<file path="src/rtl/reg_bank_8x16.sv">
// rtl/reg_bank_8x16.sv - eight-entry register bank with a per-register busy scoreboard
//
// Purpose:
//   Holds eight WIDTH-bit architectural registers that are all driven out in parallel.
//   Each register also has a busy bit. The issue stage sets a register's busy bit when it
//   reserves that register as a destination, and a writeback clears the bit again. A
//   reservation that is refused, or a writeback to a register that is not busy, sets a
//   sticky error flag.
//
// Ports:
//   clk       in   system clock, rising edge
//   rst       in   synchronous reset, active-high
//   wr_en     in   writeback strobe
//   wr_addr   in   [2:0] writeback destination index
//   wr_data   in   [WIDTH-1:0] writeback data
//   rsv_en    in   reserve-destination request
//   rsv_addr  in   [2:0] register to reserve
//   rsv_ok    out  combinational; a reservation of rsv_addr would be accepted this cycle
//   busy      out  [7:0] pending-write scoreboard
//   err       out  sticky error flag
//   q0..q7    out  [WIDTH-1:0] register contents, feeding read mux inputs in0..in7

module reg_bank_8x16 #(
    parameter int               WIDTH     = 16,
    parameter logic [WIDTH-1:0] RESET_VAL = '0,
    parameter int               BYPASS    = 0
) (
    input  logic             clk,
    input  logic             rst,
    input  logic             wr_en,
    input  logic [2:0]       wr_addr,
    input  logic [WIDTH-1:0] wr_data,
    input  logic             rsv_en,
    input  logic [2:0]       rsv_addr,
    output logic             rsv_ok,
    output logic [7:0]       busy,
    output logic             err,
    output logic [WIDTH-1:0] q0,
    output logic [WIDTH-1:0] q1,
    output logic [WIDTH-1:0] q2,
    output logic [WIDTH-1:0] q3,
    output logic [WIDTH-1:0] q4,
    output logic [WIDTH-1:0] q5,
    output logic [WIDTH-1:0] q6,
    output logic [WIDTH-1:0] q7
);

    logic [WIDTH-1:0] regs  [8];
    logic [WIDTH-1:0] q_vis [8];
    logic [7:0]       busy_next;
    logic             err_next;
    logic             wr_hit_rsv;
    logic             rsv_take;
    logic             rsv_reject;
    logic             wr_unexpected;

    // A writeback to the register being reserved frees it in the same cycle, so the
    // reservation can be granted even though the busy bit is still set.
    assign wr_hit_rsv = wr_en && (wr_addr == rsv_addr);
    assign rsv_ok     = !rst && (!busy[rsv_addr] || wr_hit_rsv);

    assign rsv_take      = rsv_en && rsv_ok;
    assign rsv_reject    = rsv_en && !rsv_ok && !rst;
    assign wr_unexpected = wr_en && !busy[wr_addr];

    // The writeback clear comes first and the reservation set second, so a new
    // reservation of the register just written keeps its busy bit set.
    always_comb begin
        busy_next = busy;
        if (wr_en) begin
            busy_next[wr_addr] = 1'b0;
        end
        if (rsv_take) begin
            busy_next[rsv_addr] = 1'b1;
        end
    end

    assign err_next = err || rsv_reject || wr_unexpected;

    always_ff @(posedge clk) begin
        if (rst) begin
            for (int i = 0; i < 8; i++) begin
                regs[i] <= RESET_VAL;
            end
            busy <= 8'h00;
            err  <= 1'b0;
        end else begin
            if (wr_en) begin
                regs[wr_addr] <= wr_data;
            end
            busy <= busy_next;
            err  <= err_next;
        end
    end

    // The bypass depends only on the write port. The reservation inputs never reach
    // the data outputs.
    always_comb begin
        for (int i = 0; i < 8; i++) begin
            if ((BYPASS != 0) && wr_en && (wr_addr == 3'(i))) begin
                q_vis[i] = wr_data;
            end else begin
                q_vis[i] = regs[i];
            end
        end
    end

    assign q0 = q_vis[0];
    assign q1 = q_vis[1];
    assign q2 = q_vis[2];
    assign q3 = q_vis[3];
    assign q4 = q_vis[4];
    assign q5 = q_vis[5];
    assign q6 = q_vis[6];
    assign q7 = q_vis[7];

endmodule

</file>
<file path="config.mk">
export PLATFORM = sky130hd
export DESIGN_NAME = reg_bank_8x16
export DESIGN_NICKNAME = d
export VERILOG_FILES = /design/src/rtl/reg_bank_8x16.sv
export SDC_FILE = /design/constraint.sdc
export NUM_CORES = 1
export LEC_CHECK = 0
export ABC_AREA = 1
export ABC_CLOCK_PERIOD_IN_PS = 4300
export CORE_ASPECT_RATIO = 2
export CORE_UTILIZATION = 45
export CTS_BUF_LIST = sky130_fd_sc_hd__clkbuf_8
export DETAILED_ROUTE_END_ITERATION = 12
export PLACE_DENSITY = 0.78
export SETUP_SLACK_MARGIN = 0.2
export SLEW_MARGIN = 20
export SYNTH_ARGS = -nofsm -noshare
export SYNTH_HDL_FRONTEND = slang
export SYNTH_SLANG_ARGS = --single-unit
</file>
<file path="constraint.sdc">
create_clock -name clk -period 4.3 [get_ports clk]
set_input_delay 1.075 -clock clk [delete_from_list [all_inputs] [get_ports clk]]
set_output_delay 1.075 -clock clk [all_outputs]
set_load 0.005 [all_outputs]
</file>
; Word level (Yosys, flattened, before mapping)
; Memory sizes are Yosys's and may differ from the RTL's.
; Index checks and enable logic that the tools add are counted.
; W data, S select, Z words.
[word_totals]
regBits = 9
ram_bits = 128
output_inout_bits = 138
elab_cells = 45
n_memories = 1
[classes]
magnitude_cmp = 4
eq_ne = 1
n_mux = 18
bitwise = 3
n_reduce_logical = 16
[memory_table]
columns = name, depth, word_bits, rd, rd_ports_with_merged_regs, wr, line
row1 = regs, 8, 16, 8, 0, 8, 48  ; logic [WIDTH-1:0] regs [8];
[op_table]
columns = op, count
row1 = $mux W16, 1
row2 = $mux W8, 2
row3 = $reduce_or A16 Y1, 1
row4 = $mux W1, 10
row5 = $and A8 B8 Y8, 1
row6 = $logic_and A1 B1 Y1, 8
row7 = $lt A3 B4 Y1 const B, 2
row8 = $not A8 Y8, 1
row9 = $or A8 B8 Y8, 1
row10 = $bmux W1 S3, 2
row11 = $demux W1 S3, 2
row12 = $ge A3 B1 Y1 const B, 2
row13 = $logic_not A1 Y1, 4
row14 = $eq A3 B3 Y1, 1
row15 = $logic_or A1 B1 Y1, 3
row16 = $mux W3, 1

; Longest topological paths before layout
[logic_depth]
word_depth = 10
mapped_depth = 12
depth_no_buf = 11

; Worst setup path after synthesis
; Ideal clock, no wire load.
[synth_path]
path_type = input to output
startpoint = input port rsv_addr[2]
endpoint = output port rsv_ok
arrival_time_ns = 1.741
required_time_ns = 3.225
setup_slack_ns = 1.484
path_stages = 10
n_path_buf = 1
path_cell_list = buf_6 inv_6 nor2_4 nand2_1 nor2_1 nor2_1 nand2_1 nand2_2 nand2_4 inv_1
[synth_via]
elab_chain_len = 5
[synth_rtl]
columns = item, line
row1 = "start, declared", 34  ; input logic [2:0] rsv_addr,
row2 = $bmux W1 S3, 60  ; assign rsv_ok = !rst && (!busy[rsv_addr] || wr_hit_rsv);
row3 = $mux W1 (not written as such), 60
row4 = $logic_not A1 Y1, 60
row5 = $logic_or A1 B1 Y1 *, 60
row6 = $logic_and A1 B1 Y1 *, 60
row7 = "end, declared", 35  ; output logic rsv_ok,
; Mark *: on every way between the ends. The rest lies on a longest branch, timed or not. The select of a mux whose other input is x is not followed.

; Final worst setup path
[layout_path]
startpoint = input port wr_addr[0]
endpoint = output port rsv_ok
[layout_via]
elab_chain_len = 4
[layout_rtl]
columns = item, line
row1 = "start, declared", 31  ; input logic [2:0] wr_addr,
row2 = $eq A3 B3 Y1, 59  ; assign wr_hit_rsv = wr_en && (wr_addr == rsv_addr);
row3 = $logic_and A1 B1 Y1, 59
row4 = $logic_or A1 B1 Y1, 60
row5 = $logic_and A1 B1 Y1, 60
; Every way passes these cells.

==> flow_metrics.py <==
metrics = {
    "run_status": {
        "status": "finished clean",
    },
    "timing": {
        "tightestPinTransition_ns": 0.769,
        "finalSetupTns_ns": 0,
        "setup_viol": 0,
        "finalHoldViolCount": 0,
        "period_share_pct": 89.0,
        "max_freq_ghz": 0.261,
        "rsz0062_at_grt": "no",
        "slew_viol_final": 0,
        "holdWs_ns": 0.559,
        "min_period_ns": 3.83,
        "fin_worst_skew_ns": 0.00603,
        "max_slew_margin_pct": 48.6,
    },
    "grt": {
        "grt_pass1_wl_um": 20300,
        "grt_max_degree": 19,
        "antenna_found_initial": 0,
        "grt_overflow": 0,
        "grt_pass1_vias": 3629,
        "grt_use_total_pct": 24.1,
    },
    "clock_network": {
        "root_buffer": "clkbuf_8",
        "cts_buffers": 17,
        "clkLatencyLatePin_ns": 0.42,
        "cts_htree_levels": 4,
        "clock-sinks": 137,
        "cts_tree": "built",
        "post_cts_buffers": 0,
        "clockBufferDepth": 2,
        "clk_pin_slew_ns": 0.08,
    },
    "synth": {
        "synth_nets": 429,
        "syn_avg_cell_area_um2": 13.1,
        "synthCells": 403,
        "netlist_area_um2": 5260,
        "yosysTopAreaCell": "edfxtp_1",
        "ys_types": 25,
        "ys_seq_area_share_pct": 76.5,
        "synth-seq-cells": 137,
        "synth_area_leaders": "edfxtp_1 73%, nor2_1 9.8%, dfxtp_1 3.4%",
        "yosys_warnings": 0,
        "yosysTopAreaCellShare_pct": 73.0,
    },
    "worst_setup_path": {
        "cp_max_fo": 4,
        "cp.arrival_ns": 2.75,
        "reg2reg_slack_ns": 2.89,
        "cp-start-kind": "primary input",
        "critPathRequiredTime_ns": 3.22,
        "slowest_stage": "clkdlybuf4s50_1",
        "cp-end-kind": "output pin",
        "cp_top_family": "buffers and inverters",
        "critPathMostFrequentCell": "clkdlybuf4s50_1",
        "critPathBufInv": 3,
        "critPathMaxStageDelay_ns": 0.58,
        "crit_chain": "clkdlybuf4s50_1, nand2_1, o21ai_0, nand4_1, nand2_2, nand2_4, inv_1, clkdlybuf4s50_1",
        "crit_type": "primary input to output pin",
    },
    "die": {
        "num_rows": 55,
        "core_um2": 11400,
        "die_area_um2": 12200,
        "die_w_um": 78.5,
        "pin_count": 164,
        "die_h_um": 155,
        "start_util_pct": 46.3,
    },
    "layout": {
        "drive_gt1_share_pct": 9.52,
        "final_core_util_pct": 65.0,
        "antenna_cells": 0,
        "syn_to_final_growth_pct": 40.2,
        "n_fill_cell": 877,
        "layout.nets": 602,
    },
    "power_and_ir_drop": {
        "worst_ir_drop_vdd_mv": 0.176,
        "finalPower_mw": 2.88,
        "p_leak_nw": 2.84,
        "power_density_nw_per_um2": 391,
    },
    "route": {
        "vias": 3710,
        "via_per_inst": 5.08,
        "drtIter0Drc": 250,
        "wl_per_cell_um": 19.0,
        "drc": 0,
        "ant_nets": 0,
        "first_pass_iters": 4,
        "wl_um": 13900,
    },
    "hold_path": {
        "hold_class": "register to register",
    },
    "placement": {
        "gp_congestion": 0.932,
        "hpwlAfterDp_um": 10500,
        "port-buffer-count": 163,
    },
    "run": {
        "maxCapViolations": 0,
    },
}
layout make-up:
cell class | count | area, µm² | share of cell area [%]
Multi-Input combinational cell | 219 | 1000 | 13.6
Sequential cell | 137 | 4020 | 54.5
Tap cell | 142 | 178 | 2.41
Inverter | 35 | 136 | 1.85
Clock buffer | 17 | 234 | 3.17
Timing Repair Buffer | 166 | 1660 | 22.5
Clock inverter | 14 | 143 | 1.93
kinds of logic (layout without fill, tap and decap cells):
kind of cell	Yosys count	after routing	share of synthesized area (%)
DFF	137	137	76.5
and+or+nand+nor	206	206	17.3
AOI/OAI and AO/OA	12	12	1.59
buffers and inverters	47	232	4.52
xor gates and xnor gates	1	1	0.166
worst min-delay path, cell delays in order, from the launching register on:
cell and delay, ns:
dfxtp_1 0.34, inv_1 0.11, o21ai_2 0.06
flip-flops by register name (all words and copies together) (netlist names):
| register | count |
|---|---|
| regs | 128 |
| busy | 8 |
| err | 1 |
metal layers:
| metal | share of wire [%] | GRT usage, % |
|---|---|---|
| met2 | 59 | 46.7 |
| met5 | 0 | 0 |
| met3 | 5.2 | 6.10 |
| met1 | 30 | 20.5 |
| met4 | 5.5 | 16.0 |
report_power, final:
part	total (mW)	switching (mW)	internal, mW
combinational	0.316	0.148	0.167
clock	1.00	0.445	0.555
sequential	1.57	0.0303	1.54
worst paths after layout:
path,start,to,depth (start not counted)
worst min-delay path,busy[0],busy[0],2
worst max-delay path,wr_addr[0],rsv_ok,8
worst min register to register,busy[0],busy[0],2
worst max register to register,busy[5],busy[1],11
stage by stage:
| stage | setup WS, ns | instances | cell area (µm²) |
|---|---|---|---|
| after global routing | 0.403 | 730 | 7380 |
| after detailed placement | 0.231 | 699 | 6990 |
| after global placement | 0.279 | 699 | 6990 |
| after CTS | 0.232 | 730 | 7370 |
| after floorplan | 1.48 | 403 | 5260 |
| final | 0.474 | 730 | 7380 |
layout by cell type (no fill, tap or decap):
master,instances
a21oi_1,2
buf_4,3
bufinv_16,3
clkbuf_8,17
clkdlybuf4s50_1,160
clkinv_1,3
clkinv_2,5
clkinv_4,1
dfxtp_1,9
dlymetal6s2s_1,3
edfxtp_1,128
inv_1,33
inv_2,3
inv_6,1
nand2_1,31
nand2_2,5
nand2_4,1
nand3_1,6
nand3_2,8
nand4_1,6
nor2_1,138
nor2_2,1
nor2_4,2
nor2_8,1
nor3_1,7
o211ai_1,2
o21ai_0,3
o21ai_2,5
xnor2_1,1
timing repair:
| item | in CTS | in global routing |
|---|---|---|
| setup endpoints to repair | 0 | 1 |
| resized for setup | 0 | 3 |
| hold buffers | 0 | 0 |
| endpoints found under the hold margin | 0 | 0 |
cells in the mapped netlist:
| master | number |
|---|---|
| a21oi_1 | 2 |
| buf_2 | 3 |
| buf_6 | 7 |
| clkbuf_1 | 2 |
| clkinv_1 | 2 |
| dfxtp_1 | 9 |
| edfxtp_1 | 128 |
| inv_1 | 29 |
| inv_2 | 3 |
| inv_6 | 1 |
| nand2_1 | 31 |
| nand2_2 | 5 |
| nand2_4 | 1 |
| nand3_1 | 6 |
| nand3_2 | 8 |
| nand4_1 | 6 |
| nor2_1 | 138 |
| nor2_2 | 1 |
| nor2_4 | 2 |
| nor2_8 | 1 |
| nor3_1 | 7 |
| o211ai_1 | 2 |
| o21ai_0 | 3 |
| o21ai_2 | 5 |
| xnor2_1 | 1 |
(Power assumes the default switching activity.)
